==> src/rtl/uart_rx_shift_if.sv <==
// ---------------------------------------------------------------------------
// uart_rx_shift_if
//   Bundles the receiver's control, serial line and character outputs so the
//   deserializer and the UART core connect through one port.
//
//   master : receiver side (uart_rx_shift). It reads the line and
//            configuration and drives the character/flag outputs.
//   slave  : core side. It drives the line and configuration and reads the
//            character/flag outputs.
//
//   Signals
//     enable_in   receiver enable
//     serial_in   asynchronous RX line, idle high
//     osm_sel_in  0: 16x oversampling, 1: 13x oversampling
//     wls_in      word length, data bits = 5 + wls_in
//     pen_in      parity enable
//     eps_in      even parity select
//     sp_in       stick parity
//     rbr_out     received character, bits above the word length are zero
//     valid_out   one-cycle pulse when character and flags update
//     pe_out      parity error
//     fe_out      framing error
//     bi_out      break indication
//     busy_out    receiver is inside a character
// ---------------------------------------------------------------------------
interface uart_rx_shift_if;
    logic       enable_in;
    logic       serial_in;
    logic       osm_sel_in;
    logic [1:0] wls_in;
    logic       pen_in;
    logic       eps_in;
    logic       sp_in;
    logic [7:0] rbr_out;
    logic       valid_out;
    logic       pe_out;
    logic       fe_out;
    logic       bi_out;
    logic       busy_out;

    modport master (
        input  enable_in, serial_in, osm_sel_in, wls_in, pen_in, eps_in, sp_in,
        output rbr_out, valid_out, pe_out, fe_out, bi_out, busy_out
    );

    modport slave (
        output enable_in, serial_in, osm_sel_in, wls_in, pen_in, eps_in, sp_in,
        input  rbr_out, valid_out, pe_out, fe_out, bi_out, busy_out
    );
endinterface

==> src/rtl/uart_rx_shift.sv <==
// ---------------------------------------------------------------------------
// uart_rx_shift
//   UART receive deserializer. Oversamples the RX line on bclk_in, validates
//   the start bit at its centre, shifts in 5..8 data bits LSB first, checks
//   optional parity and the first stop bit, then presents the character and
//   error flags for one cycle on valid_out.
//
//   Ports
//     bclk_in   oversampling clock, rising edge
//     rstn_in   asynchronous active-low reset
//     bus       uart_rx_shift_if.master (line, configuration, outputs)
//
//   Build option
//     UART_RX_MAJORITY_EN  when defined, every bit decision is the 2-of-3
//                          majority of the line at the nominal sample point
//                          and the two cycles before it. When undefined a
//                          single sample at the nominal point is used.
// ---------------------------------------------------------------------------
module uart_rx_shift (
    input  logic            bclk_in,
    input  logic            rstn_in,
    uart_rx_shift_if.master bus
);

    typedef enum logic [2:0] {
        ST_IDLE   = 3'd0,
        ST_START  = 3'd1,
        ST_DATA   = 3'd2,
        ST_PARITY = 3'd3,
        ST_STOP   = 3'd4,
        ST_DONE   = 3'd5
    } state_t;

    // Expected parity bit; data bits above the word length are zero so the
    // whole byte can be reduced.
    function automatic logic exp_parity(input logic [7:0] data,
                                        input logic       eps,
                                        input logic       sp);
        logic par;
        if (sp) begin
            par = ~eps;
        end else begin
            par = (^data) ^ ~eps;
        end
        return par;
    endfunction

`ifdef UART_RX_MAJORITY_EN
    function automatic logic maj3(input logic a, input logic b, input logic c);
        return (a & b) | (a & c) | (b & c);
    endfunction
`endif

    state_t     state_q, state_d;
    logic       sync1_q, sync1_d;
    logic       rxd_q, rxd_d;
    logic       rxd_prev_q, rxd_prev_d;
    logic [3:0] cnt_q, cnt_d;
    logic [2:0] bitcnt_q, bitcnt_d;
    logic [7:0] shift_q, shift_d;
    logic       par_bit_q, par_bit_d;
    logic       stop_bit_q, stop_bit_d;
    logic       osm_q, osm_d;
    logic [1:0] wls_q, wls_d;
    logic       pen_q, pen_d;
    logic       eps_q, eps_d;
    logic       sp_q, sp_d;
    logic [7:0] rbr_q, rbr_d;
    logic       valid_q, valid_d;
    logic       pe_q, pe_d;
    logic       fe_q, fe_d;
    logic       bi_q, bi_d;
    logic       busy_q, busy_d;
`ifdef UART_RX_MAJORITY_EN
    logic [1:0] hist_q, hist_d;
`endif

    logic       sample_s;
    logic [3:0] osr_last_s;
    logic [3:0] half_last_s;
    logic [2:0] last_bit_s;

    // Bit decision and per-character timing constants.
    always_comb begin
`ifdef UART_RX_MAJORITY_EN
        // hist_q[0] is rxd one cycle ago, hist_q[1] two cycles ago, so at the
        // nominal point P this votes over P-2, P-1 and P.
        sample_s = maj3(rxd_q, hist_q[0], hist_q[1]);
`else
        sample_s = rxd_q;
`endif
        osr_last_s  = osm_q ? 4'd12 : 4'd15;
        half_last_s = osm_q ? 4'd5  : 4'd7;
        last_bit_s  = 3'd4 + {1'b0, wls_q};
    end

    // Next-state, datapath and output computation.
    always_comb begin
        state_d    = state_q;
        sync1_d    = bus.serial_in;
        rxd_d      = sync1_q;
        rxd_prev_d = rxd_q;
        cnt_d      = cnt_q;
        bitcnt_d   = bitcnt_q;
        shift_d    = shift_q;
        par_bit_d  = par_bit_q;
        stop_bit_d = stop_bit_q;
        osm_d      = osm_q;
        wls_d      = wls_q;
        pen_d      = pen_q;
        eps_d      = eps_q;
        sp_d       = sp_q;
        rbr_d      = rbr_q;
        valid_d    = 1'b0;
        pe_d       = pe_q;
        fe_d       = fe_q;
        bi_d       = bi_q;
`ifdef UART_RX_MAJORITY_EN
        hist_d     = {hist_q[0], rxd_q};
`endif

        case (state_q)
            ST_IDLE: begin
                // A falling edge needs a high rxd just before it, so a line
                // still held low after a break cannot start a new character.
                if ((rxd_q == 1'b0) && (rxd_prev_q == 1'b1)) begin
                    state_d = ST_START;
                    cnt_d   = 4'd0;
                    shift_d = 8'h00;
                    osm_d   = bus.osm_sel_in;
                    wls_d   = bus.wls_in;
                    pen_d   = bus.pen_in;
                    eps_d   = bus.eps_in;
                    sp_d    = bus.sp_in;
                end else begin
                    state_d = ST_IDLE;
                end
            end
            ST_START: begin
                if (cnt_q == half_last_s) begin
                    if (sample_s == 1'b1) begin
                        state_d = ST_IDLE;
                    end else begin
                        state_d  = ST_DATA;
                        cnt_d    = 4'd0;
                        bitcnt_d = 3'd0;
                    end
                end else begin
                    cnt_d = cnt_q + 4'd1;
                end
            end
            ST_DATA: begin
                if (cnt_q == osr_last_s) begin
                    shift_d[bitcnt_q] = sample_s;
                    cnt_d             = 4'd0;
                    bitcnt_d          = bitcnt_q + 3'd1;
                    if (bitcnt_q == last_bit_s) begin
                        state_d = pen_q ? ST_PARITY : ST_STOP;
                    end else begin
                        state_d = ST_DATA;
                    end
                end else begin
                    cnt_d = cnt_q + 4'd1;
                end
            end
            ST_PARITY: begin
                if (cnt_q == osr_last_s) begin
                    par_bit_d = sample_s;
                    cnt_d     = 4'd0;
                    state_d   = ST_STOP;
                end else begin
                    cnt_d = cnt_q + 4'd1;
                end
            end
            ST_STOP: begin
                if (cnt_q == osr_last_s) begin
                    stop_bit_d = sample_s;
                    cnt_d      = 4'd0;
                    state_d    = ST_DONE;
                end else begin
                    cnt_d = cnt_q + 4'd1;
                end
            end
            ST_DONE: begin
                valid_d = 1'b1;
                rbr_d   = shift_q;
                pe_d    = pen_q & (par_bit_q != exp_parity(shift_q, eps_q, sp_q));
                fe_d    = ~stop_bit_q;
                bi_d    = (shift_q == 8'h00) & (~pen_q | ~par_bit_q) & ~stop_bit_q;
                state_d = ST_IDLE;
            end
            default: begin
                state_d = ST_IDLE;
                cnt_d   = 4'd0;
            end
        endcase

        // Disable aborts any character; published outputs keep their values.
        if (bus.enable_in == 1'b0) begin
            state_d  = ST_IDLE;
            cnt_d    = 4'd0;
            bitcnt_d = 3'd0;
            shift_d  = 8'h00;
            valid_d  = 1'b0;
            rbr_d    = rbr_q;
            pe_d     = pe_q;
            fe_d     = fe_q;
            bi_d     = bi_q;
        end else begin
            valid_d  = valid_d;
        end

        busy_d = (state_d != ST_IDLE);
    end

    // State, datapath and output registers.
    always_ff @(posedge bclk_in or negedge rstn_in) begin
        if (!rstn_in) begin
            state_q    <= ST_IDLE;
            sync1_q    <= 1'b1;
            rxd_q      <= 1'b1;
            rxd_prev_q <= 1'b1;
            cnt_q      <= 4'd0;
            bitcnt_q   <= 3'd0;
            shift_q    <= 8'h00;
            par_bit_q  <= 1'b0;
            stop_bit_q <= 1'b0;
            osm_q      <= 1'b0;
            wls_q      <= 2'd0;
            pen_q      <= 1'b0;
            eps_q      <= 1'b0;
            sp_q       <= 1'b0;
            rbr_q      <= 8'h00;
            valid_q    <= 1'b0;
            pe_q       <= 1'b0;
            fe_q       <= 1'b0;
            bi_q       <= 1'b0;
            busy_q     <= 1'b0;
`ifdef UART_RX_MAJORITY_EN
            hist_q     <= 2'b11;
`endif
        end else begin
            state_q    <= state_d;
            sync1_q    <= sync1_d;
            rxd_q      <= rxd_d;
            rxd_prev_q <= rxd_prev_d;
            cnt_q      <= cnt_d;
            bitcnt_q   <= bitcnt_d;
            shift_q    <= shift_d;
            par_bit_q  <= par_bit_d;
            stop_bit_q <= stop_bit_d;
            osm_q      <= osm_d;
            wls_q      <= wls_d;
            pen_q      <= pen_d;
            eps_q      <= eps_d;
            sp_q       <= sp_d;
            rbr_q      <= rbr_d;
            valid_q    <= valid_d;
            pe_q       <= pe_d;
            fe_q       <= fe_d;
            bi_q       <= bi_d;
            busy_q     <= busy_d;
`ifdef UART_RX_MAJORITY_EN
            hist_q     <= hist_d;
`endif
        end
    end

    assign bus.rbr_out   = rbr_q;
    assign bus.valid_out = valid_q;
    assign bus.pe_out    = pe_q;
    assign bus.fe_out    = fe_q;
    assign bus.bi_out    = bi_q;
    assign bus.busy_out  = busy_q;

endmodule

==> src/flat_wrapper.sv <==
// flat-port wrapper written by rule: the top's interface ports become plain ports
module uart_rx_shift_flat 
  (bclk_in, rstn_in, bus_enable_in, bus_serial_in, bus_osm_sel_in, bus_wls_in, bus_pen_in, bus_eps_in, bus_sp_in, bus_rbr_out, bus_valid_out, bus_pe_out, bus_fe_out, bus_bi_out, bus_busy_out);
  uart_rx_shift_if bus_i ();
  input  logic bclk_in;
  input  logic rstn_in;
  input wire logic [$bits(bus_i.enable_in)-1:0] bus_enable_in;
  input wire logic [$bits(bus_i.serial_in)-1:0] bus_serial_in;
  input wire logic [$bits(bus_i.osm_sel_in)-1:0] bus_osm_sel_in;
  input wire logic [$bits(bus_i.wls_in)-1:0] bus_wls_in;
  input wire logic [$bits(bus_i.pen_in)-1:0] bus_pen_in;
  input wire logic [$bits(bus_i.eps_in)-1:0] bus_eps_in;
  input wire logic [$bits(bus_i.sp_in)-1:0] bus_sp_in;
  output wire logic [$bits(bus_i.rbr_out)-1:0] bus_rbr_out;
  output wire logic [$bits(bus_i.valid_out)-1:0] bus_valid_out;
  output wire logic [$bits(bus_i.pe_out)-1:0] bus_pe_out;
  output wire logic [$bits(bus_i.fe_out)-1:0] bus_fe_out;
  output wire logic [$bits(bus_i.bi_out)-1:0] bus_bi_out;
  output wire logic [$bits(bus_i.busy_out)-1:0] bus_busy_out;
  assign bus_i.enable_in = bus_enable_in;
  assign bus_i.serial_in = bus_serial_in;
  assign bus_i.osm_sel_in = bus_osm_sel_in;
  assign bus_i.wls_in = bus_wls_in;
  assign bus_i.pen_in = bus_pen_in;
  assign bus_i.eps_in = bus_eps_in;
  assign bus_i.sp_in = bus_sp_in;
  assign bus_rbr_out = bus_i.rbr_out;
  assign bus_valid_out = bus_i.valid_out;
  assign bus_pe_out = bus_i.pe_out;
  assign bus_fe_out = bus_i.fe_out;
  assign bus_bi_out = bus_i.bi_out;
  assign bus_busy_out = bus_i.busy_out;
  uart_rx_shift u_core (.bclk_in(bclk_in), .rstn_in(rstn_in), .bus(bus_i));
endmodule
==> config.mk <==
export PLATFORM = sky130hd
export DESIGN_NAME = uart_rx_shift_flat
export DESIGN_NICKNAME = d
export VERILOG_FILES = /design/src/rtl/uart_rx_shift_if.sv /design/src/rtl/uart_rx_shift.sv /design/src/flat_wrapper.sv
export SDC_FILE = /design/constraint.sdc
export NUM_CORES = 1
export LEC_CHECK = 0
export CAP_MARGIN = 0
export CORE_MARGIN = 5
export CORE_UTILIZATION = 50
export CTS_BUF_LIST = sky130_fd_sc_hd__clkbuf_8
export CTS_CLUSTER_DIAMETER = 120
export DETAILED_ROUTE_END_ITERATION = 8
export HOLD_SLACK_MARGIN = 0.06
export PLACE_DENSITY_LB_ADDON = 0.15
export SLEW_MARGIN = 20
export SYNTH_ARGS = -nofsm -noshare
export SYNTH_HDL_FRONTEND = slang
export SYNTH_SLANG_ARGS = --single-unit
==> constraint.sdc <==
create_clock -name bclk_in -period 1.9 [get_ports bclk_in]
set_input_delay 0.475 -clock bclk_in [delete_from_list [all_inputs] [get_ports bclk_in]]
set_output_delay 0.475 -clock bclk_in [all_outputs]
set_load 0.01 [all_outputs]
# --- Word level (Yosys, flattened, before mapping) ---
# Cells that the tools add are included.
totals:
  reg_bits: 42
  inputBits: 10
op_classes:
  add_sub_neg: 3
  n_lt_le_gt_ge: 2
  n_eq_ne: 17
  mux: 34
  bitwise: 10
  reduce_logical: 14
ops:
  columns: ["cell", "count"]
  rows:
  - ["2-to-1 mux 3 bit", 11]
  - ["2-to-1 mux 8 bit", 3]
  - ["2-to-1 mux 4 bit", 5]
  - ["one-hot mux 4 bit (4 select lines)", 1]
  - ["one-hot mux 8 bit (2 select lines)", 1]
  - ["one-hot mux 3 bit (5 select lines)", 1]
  - ["!= test 3 x 2 -> 1 bit, second input constant", 3]
  - ["bitwise mux 8 bit", 1]
  - ["== test 4 bit", 2]
  - ["logical NOT 8 bit", 1]
  - ["AND reduction 2 bit", 4]
  - ["XOR reduction 8 bit", 1]
  - ["== test 3 x 2 -> 1 bit, second input constant", 2]
  - ["== test 3 bit, second input constant", 2]
  - ["2-to-1 mux 1 bit", 6]
  - ["2-to-1 mux 2 bit", 3]
  - ["!= test 3 x 1 -> 1 bit, second input constant", 2]
  - ["one-hot mux 3 bit (2 select lines)", 1]
  - ["AND reduction 3 bit", 2]
  - ["inverter 1 bit", 5]
  - ["adder 4 x 1 -> 4 bit, second input constant", 1]
  - ["less-than comparator 3 x 4 -> 1 bit, second input constant", 1]
  - ["!= test 4 bit, second input constant", 1]
  - ["AND reduction 4 bit", 1]
  - ["other kinds (16)", 19]

# --- Longest topological paths before layout ---
# Gate-level depths: netlist of the first run.
logic_depth:
  depth_word: 8
  ltp_mapped: 7
  depth_no_buf: 7

# --- Worst setup path before layout of the first run ---
# OpenSTA, ideal clock, no wires.
synth_path:
  kind: "reg-to-reg"
  from: "register u_core.rxd_q, in the netlist u_core.rxd_prev_d"
  to: "register u_core.shift_q[4]"
  setup_ns: 0.121
  arrival_ns: 1.585
  slack_ns: 0.194
  path_stages_with_launch: 8
  path_buffers: 2
  path_cell_list: "dfstp_2 -> buf_2 -> nand2b_1 -> or4_1 -> buf_2 -> o211ai_2 -> o21ai_1 -> a22o_1"
synth_via:
  elab_chain_len: 4
  elab_cells_between_ends: 8
synth_rtl:
  columns: ["element", "line_no", "text"]
  rows:
  - ["from (decl)", "uart_rx_shift.sv:56", "logic rxd_q, rxd_d;"]
  - ["from (signal assigned)", "uart_rx_shift.sv:245", "rxd_q <= rxd_d;"]
  - ["bitwise mux 8 bit / inverter 1 bit (equally long branches)", "uart_rx_shift.sv:154, uart_rx_shift.sv:126", null]
  - ["2-to-1 mux 8 bit / logical AND 1 bit (equally long branches)", "uart_rx_shift.sv:153, uart_rx_shift.sv:126", null]
  - ["one-hot mux 8 bit (2 select lines) / != test 3 x 2 -> 1 bit (equally long branches)", null, null]
  - ["2-to-1 mux 8 bit / AND reduction 3 bit (equally long branches)", null, null]
  - ["to (signal assigned)", "uart_rx_shift.sv:249", "shift_q <= shift_d;"]
  - ["to (decl)", "uart_rx_shift.sv:60", "logic [7:0] shift_q, shift_d;"]
# Several ways; a longest one is shown, not always the timed one. The select of a mux whose other input is x is not followed.
# A chain may end at the register's enable or synchronous reset.

# --- Worst setup path after layout of the first run ---
layout_path:
  from: "register u_core.cnt_q[1]"
  to: "register u_core.bitcnt_q[1]"
layout_via:
  elab_chain_len: 3
  elab_cells_between_ends: 5
layout_rtl:
  columns: ["element", "line_no", "text"]
  rows:
  - ["from (decl)", "uart_rx_shift.sv:58", "logic [3:0] cnt_q, cnt_d;"]
  - ["from (signal assigned)", "uart_rx_shift.sv:247", "cnt_q <= cnt_d;"]
  - ["== test 4 bit (on tied branches)", "uart_rx_shift.sv:140, uart_rx_shift.sv:153", null]
  - ["!= test 3 x 2 -> 1 bit (no source line)", null, null]
  - ["AND reduction 4 bit (no source line) *", null, null]
  - ["to (signal assigned)", "uart_rx_shift.sv:248", "bitcnt_q <= bitcnt_d;"]
  - ["to (decl)", "uart_rx_shift.sv:59", "logic [2:0] bitcnt_q, bitcnt_d;"]
# Mark *: on every way between the ends. The rest lies on a longest branch, timed or not.

==> impl_metrics.csv, run 1 <==
group,metric,value,unit
die,fp.dieH,76.76,um
drt,drt_wl_total,4795,um
yosys,seq_area_frac_synth,47.33,%
clock_tree,numCtsBuffers,5,
timing,period_minus_slack,1.831,ns
grt,grt_pass1_vias,1641,
timing,worstMarginPinSlew,1.065,ns
grt,grt_max_degree,43,
die,initial_core_util,51.18,%
placement,place_congestion,0.8066,
drt,wl_met2,2049,um
drt,wirelength_met1,2381,um
placement,portBuffers,22,
drt,wl_met3,280,um
yosys,netlist_top_cells_area,"dfrtp_1, nand2_1, o21ai_0",
timing,max_slew_margin,28.36,%
drt,dr.max_layer_used,"met4",
setup_path,crit_buf_inv,0,
setup_path,crit_arrival,2.05,ns
min_path,hold_class,"in2async",
yosys,yosys_warnings,0,
power,ir_drop,0.0004179,V
placement,dp_slack,-0.08596,ns
yosys,synth_top_area_share,43.80,%
power,p_per_area,632.5,mW/mm2
drt,via_per_inst,5.532,
yosys,synth_flop_cell,"dfrtp_1",
setup_path,critical_path_class,"reg2reg",
setup_path,worst_path_max_delay_cell,"dfrtp_1",
finish,layout-drive-gt1-share,12.36,%
timing,hold_viol_final,0,
yosys,yosysTopAreaCell,"dfrtp_1",
finish,fin_cells,327,
setup_path,cp_top_family,"simple AND/OR/NAND/NOR gates",
timing,period_share,96.37,%
die,die_area,0.005892,mm2
yosys,avgSynthCellArea,9.170,um2
yosys,synth_nets,259,
die,core_region_area,0.004354,mm2
finish,diodes,0,
die,die_x,76.76,um
setup_path,crit_chain,"xnor2_1 > or3_4 > o32a_4 > nor2_4 > mux2i_1",
yosys,async_flop_share,100.0,%
clock_tree,cts.sinks,42,
timing,drv_slew,0,
clock_tree,cts_max_level,2,
timing,finClkSkew,0.009604,ns
setup_path,end_kind,"flip-flop",
grt,grt_use_total,16.74,%
clock_tree,insertion_delay,0.30,ns
yosys,ys_ff_latch,42,
timing,finalSetupTns,0,ns
timing,fin_ws,0.06904,ns
placement,dp.cells,319,
setup_path,slowest_delay,0.46,ns
drt,ant_nets,0,
run,maxCapViolCount,0,
drt,drtIter0Drc,135,
drt,drc_errors,0,
timing,rsz0062_at_grt,"yes",
clock_tree,postCtsHoldBufs,0,
grt,grt_pass1_wl,8059,um
outcome,outcome,"complete, no violations",
yosys,synth_enable_flop_cells,0,
setup_path,cp_max_fo,6,
power,p_leak,1.159,nW
placement,dp_hpwl,3426,um
clock_tree,cts_root_buf,"clkbuf_8",
drt,first_pass_iters,4,
drt,wire_per_inst,14.66,um
timing,setup_viol,0,
drt,vias,1809,
yosys,syn_inst,243,
timing,fmax,0.5462,GHz
die,io_pins,23,
grt,antenna_found_initial,0,
setup_path,critical_path_required,2.11,ns
die,rows,24,
clock_tree,clk_pin_slew,0.09,ns
setup_path,start_kind,"flip-flop",
clock_tree,clk_path_buf_depth,2,
grt,grt_overflow,0,
timing,fin_hold_ws,0.2326,ns
yosys,synthesis.area,0.002228,mm2
finish,areaGrowthSynthToFinish,19.37,%
clock_tree,cts_tree,"yes",
yosys,yosysUniqueCellTypes,47,
finish,design.final.nets,290,
[registers in the layout, summed over array words and instances (netlist names), 2 cells and up]
name                cells
u_core.bitcnt_q         3
u_core.cnt_q            4
u_core.shift_q          8
u_core.state_q          3
u_core.wls_q            2
u_core.bus.rbr_out      8
[logic make-up (layout without fill, tap and decap cells)]
family | after synthesis | after routing | share of synthesized area (%)
adders and majority gates | 6 | 6 | 3.369
buffers and inverters | 27 | 59 | 4.660
and+or+nand+nor | 96 | 96 | 22.18
muxes | 3 | 3 | 1.404
AOI/OAI and AO/OA | 61 | 61 | 17.91
xor gates and xnor gates | 8 | 8 | 3.144
DFF | 42 | 42 | 47.33
[timing repair]
action                     CTS  global route
resized for setup            0             2
setup endpoints to repair    0             7
setup buffers                0             0
[final timing paths]
path                       slack (ns)                 end  cells after the start             from
max reg2reg                      0.07  u_core.bitcnt_q[1]                      5  u_core.cnt_q[1]
max in group asynchronous        1.28        u_core.rxd_d                      2          rstn_in
min in group bclk_in             0.36   u_core.rxd_prev_d                      0     u_core.rxd_d
max                              0.07  u_core.bitcnt_q[1]                      5  u_core.cnt_q[1]
min reg2reg                      0.36   u_core.rxd_prev_d                      0     u_core.rxd_d
min                              0.23        u_core.osm_q                      2          rstn_in
[layout by cell type (no fill, tap or decap), drive strengths merged, types with 2 or more instances in the layout]
cell,n
dfstp,3
o21ai,30
ha,6
mux2i,2
a31oi,4
xnor2,8
nand4,2
buf,16
clkinv,2
nor3b,4
dfrtp,39
nand3,5
nand3b,3
inv,14
clkdlybuf4s50,21
nor2b,8
a21oi,10
a22o,2
nand2,40
o211ai,3
o311ai,2
nor2,10
o211a,2
or3,2
nand2b,9
nor3,5
clkbuf,5
and3,2
[power by group]
group,switching (mW),internal (mW)
Sequential,0.0280,0.925
Clock,0.325,0.258
Combinational,0.0801,0.0661
[routing by layer]
layer	up-vias	global-route usage, %
met5	-	0
met4	0	5.944
met3	11	4.215
met2	56	23.17
met1	837	25.09
li1	905	-
[cell type report]
cell class | instances | area (um2)
fill | 386 | 1694
multi-input combinational | 174 | 1070
sequential | 42 | 1055
timing repair buffer | 37 | 327.8
clock buffer | 5 | 68.82
tap | 52 | 65.06
inverter | 14 | 52.55
clock inverter | 3 | 21.27
[per-stage QoR]
stage | util, % | cell area, um2 | total power, mW
final | 61.09 | 2660 | 1.682
after global routing | 61.09 | 2660 | 1.758
after CTS | 61.09 | 2660 | 1.692
after detailed placement | 59.02 | 2570 | 1.114
after global placement | 59.02 | 2570 | 1.113
after floorplan | - | 2228 | 1.044
[cell usage after synthesis (3+ instances only)]
library cell and n:
a21oi_1 10, nand3_1 5, clkbuf_1 10, a31oi_1 4, nor3_1 5, xnor2_1 8
dfstp_2 3, nand3b_1 3, ha_1 6, nand2_1 40, o21ai_0 29, dfrtp_1 39
nand2b_1 9, nor3b_1 4, inv_1 14, nor2_1 9, nor2b_1 8
No activity file was read; power rests on OpenSTA's default activity.
==> run 2: changes to the inputs <==
--- a/config.mk
+++ b/config.mk
@@ -5,6 +5,7 @@
 export SDC_FILE = /design/constraint.sdc
 export NUM_CORES = 1
 export LEC_CHECK = 0
+export ABC_CLOCK_PERIOD_IN_PS = 1900
 export CAP_MARGIN = 0
 export CORE_MARGIN = 5
 export CORE_UTILIZATION = 50
==> constraint.sdc (replaced) <==
create_clock -name bclk_in -period 1.9 [get_ports bclk_in]
set_input_delay 0.57 -clock bclk_in [delete_from_list [all_inputs] [get_ports bclk_in]]
set_output_delay 0.57 -clock bclk_in [all_outputs]
set_load 0.01 [all_outputs]
==> run 2 against run 1 <==
Total power is 6.3% higher. Worst hold slack better by 0.097 ns. Largest cell class unchanged. Die area stayed put. Flip-flop and latch count stayed put. First-iteration DRC count is 30% lower. Critical path type unchanged. Fmax is 1.2% higher. Design area is 0.66% higher. Clock skew is 0.0048 ns lower. Clock power is 18% higher. Register-to-register slack better by 0.02 ns. Utilization is 0.40 points higher. Count of clock-buffer cells in the layout stayed put.
==> impl_metrics.csv, run 2 (synthesis gave the netlist of run 1 again) <==
group,metric,value,unit
timing,rsz0062_at_grt,"no",
timing,period_share,95.21,%
setup_path,r2r_setup_slack,0.09,ns
setup_path,critical_path_class,"reg2reg",
die,die_x,76.76,um
clock_tree,clk_pin_slew,0.08,ns
finish,postLayoutCellArea,0.002678,mm2
clock_tree,cts_max_level,2,
drt,ant_nets,0,
drt,drt_wl_total,4734,um
power,p_per_area,667.8,mW/mm2
setup_path,critical_path_required,2.12,ns
finish,layout-drive-gt1-share,12.41,%
power,ir_drop,0.0004283,V
placement,dp.cells,318,
die,io_pins,23,
drt,via_per_inst,5.479,
grt,grt_use_total,16.40,%
grt,grt_max_degree,43,
min_path,hold_class,"in2async",
placement,dp_hpwl,3471,um
placement,place_congestion,0.8467,
timing,worstMarginPinSlew,0.7257,ns
setup_path,cp_max_fo,6,
placement,portBuffers,22,
finish,diodes,0,
drt,drc_errors,0,
finish,fin_cells,326,
timing,fmax,0.5528,GHz
clock_tree,post_cts_resize_count,0,
timing,max_slew_margin,51.22,%
timing,hold_viol_final,0,
setup_path,start_kind,"flip-flop",
die,initial_core_util,51.18,%
clock_tree,cts_tree,"yes",
finish,layout_commonest_cell,"nand2_1",
timing,drv_slew,0,
timing,period_minus_slack,1.809,ns
timing,finClkSkew,0.004781,ns
finish,num-fill-cells,384,
setup_path,end_kind,"flip-flop",
clock_tree,numCtsBuffers,5,
drt,wire_per_inst,14.52,um
setup_path,cp-startpoint,"u_core.cnt_q[1]",
grt,antenna_found_initial,0,
setup_path,r2r-start,"u_core.cnt_q[1]",
grt,grt_pass1_vias,1652,
die,fp.dieH,76.76,um
die,core_region_area,0.004354,mm2
die,rows,24,
drt,vias,1786,
die,die_area,0.005892,mm2
timing,finalSetupTns,0,ns
placement,place_area,0.002562,mm2
grt,grt_pass1_wl,7935,um
outcome,outcome,"complete, no violations",
clock_tree,cts_root_buf,"clkbuf_8",
clock_tree,insertion_delay,0.29,ns
clock_tree,clk_path_buf_depth,2,
run,maxCapViolCount,0,
finish,areaGrowthSynthToFinish,20.16,%
finish,mostFrequentLayoutCells,"nand2_1, dfrtp_1, o21ai_0",
clock_tree,postCtsHoldBufs,0,
timing,setup_viol,0,
finish,design.final.nets,289,
drt,first_pass_iters,4,
clock_tree,postCtsSetupRepairBufs,0,
setup_path,crit_arrival,2.02,ns
drt,drtIter0Drc,95,
grt,grt_overflow,0,
power,p_leak,1.169,nW
power,total_power,1.788,mW
clock_tree,cts.sinks,42,
run 2: report_power, final:
part	internal [mW]	total [mW]	switching (mW)
registers	0.925	0.954	0.0296
clock network	0.387	0.690	0.304
logic	0.0648	0.143	0.0787
total	1.38	1.79	0.412
run 2: path summary, 6_finish.rpt:
path,to,cells after the start
max,u_core.bitcnt_q[0],5
max reg2reg,u_core.bitcnt_q[0],5
max in group asynchronous,u_core.rxd_d,2
min reg2reg,u_core.rxd_prev_d,0
min in group bclk_in,u_core.rxd_prev_d,0
min,u_core.cnt_q[0],2
run 2: cell type report:
type / instances / area, um2 / share of cell area (%)
clock inverters: 3 / 40.04 / 1.495
repair buffers: 36 / 320.3 / 11.96
multi-input cells: 174 / 1076 / 40.19
inverters: 14 / 52.55 / 1.963
well taps: 52 / 65.06 / 2.430
clock buffers: 5 / 68.82 / 2.570
flip-flops and latches: 42 / 1055 / 39.39
run 2: routing by layer:
| layer | routed length (um) | global-route usage, % | vias up |
|---|---|---|---|
| met3 | 258 | 3.279 | 7 |
| li1 | - | - | 910 |
| met5 | 0 | 0 | - |
| met4 | 68 | 5.420 | 0 |
| met2 | 2027 | 24.11 | 38 |
| met1 | 2379 | 24.06 | 831 |
run 2: through the flow:
step	worst slack (ns)	util [%]	hold WS [ns]
after floorplan	0.1939	-	0.2744
after global placement	-0.09899	58.85	0.3455
after detailed placement	-0.1090	58.85	0.3468
after CTS	0.02904	61.35	0.3492
after global routing	0.006893	61.49	0.3606
final	0.09101	61.49	0.3292
run 2: worst max-delay path: stages (launching register included):
cell	delay, ns
dfrtp_1	0.45
xnor2_1	0.17
or3_4	0.40
o32a_4	0.40
nor2_4	0.11
mux2i_1	0.19
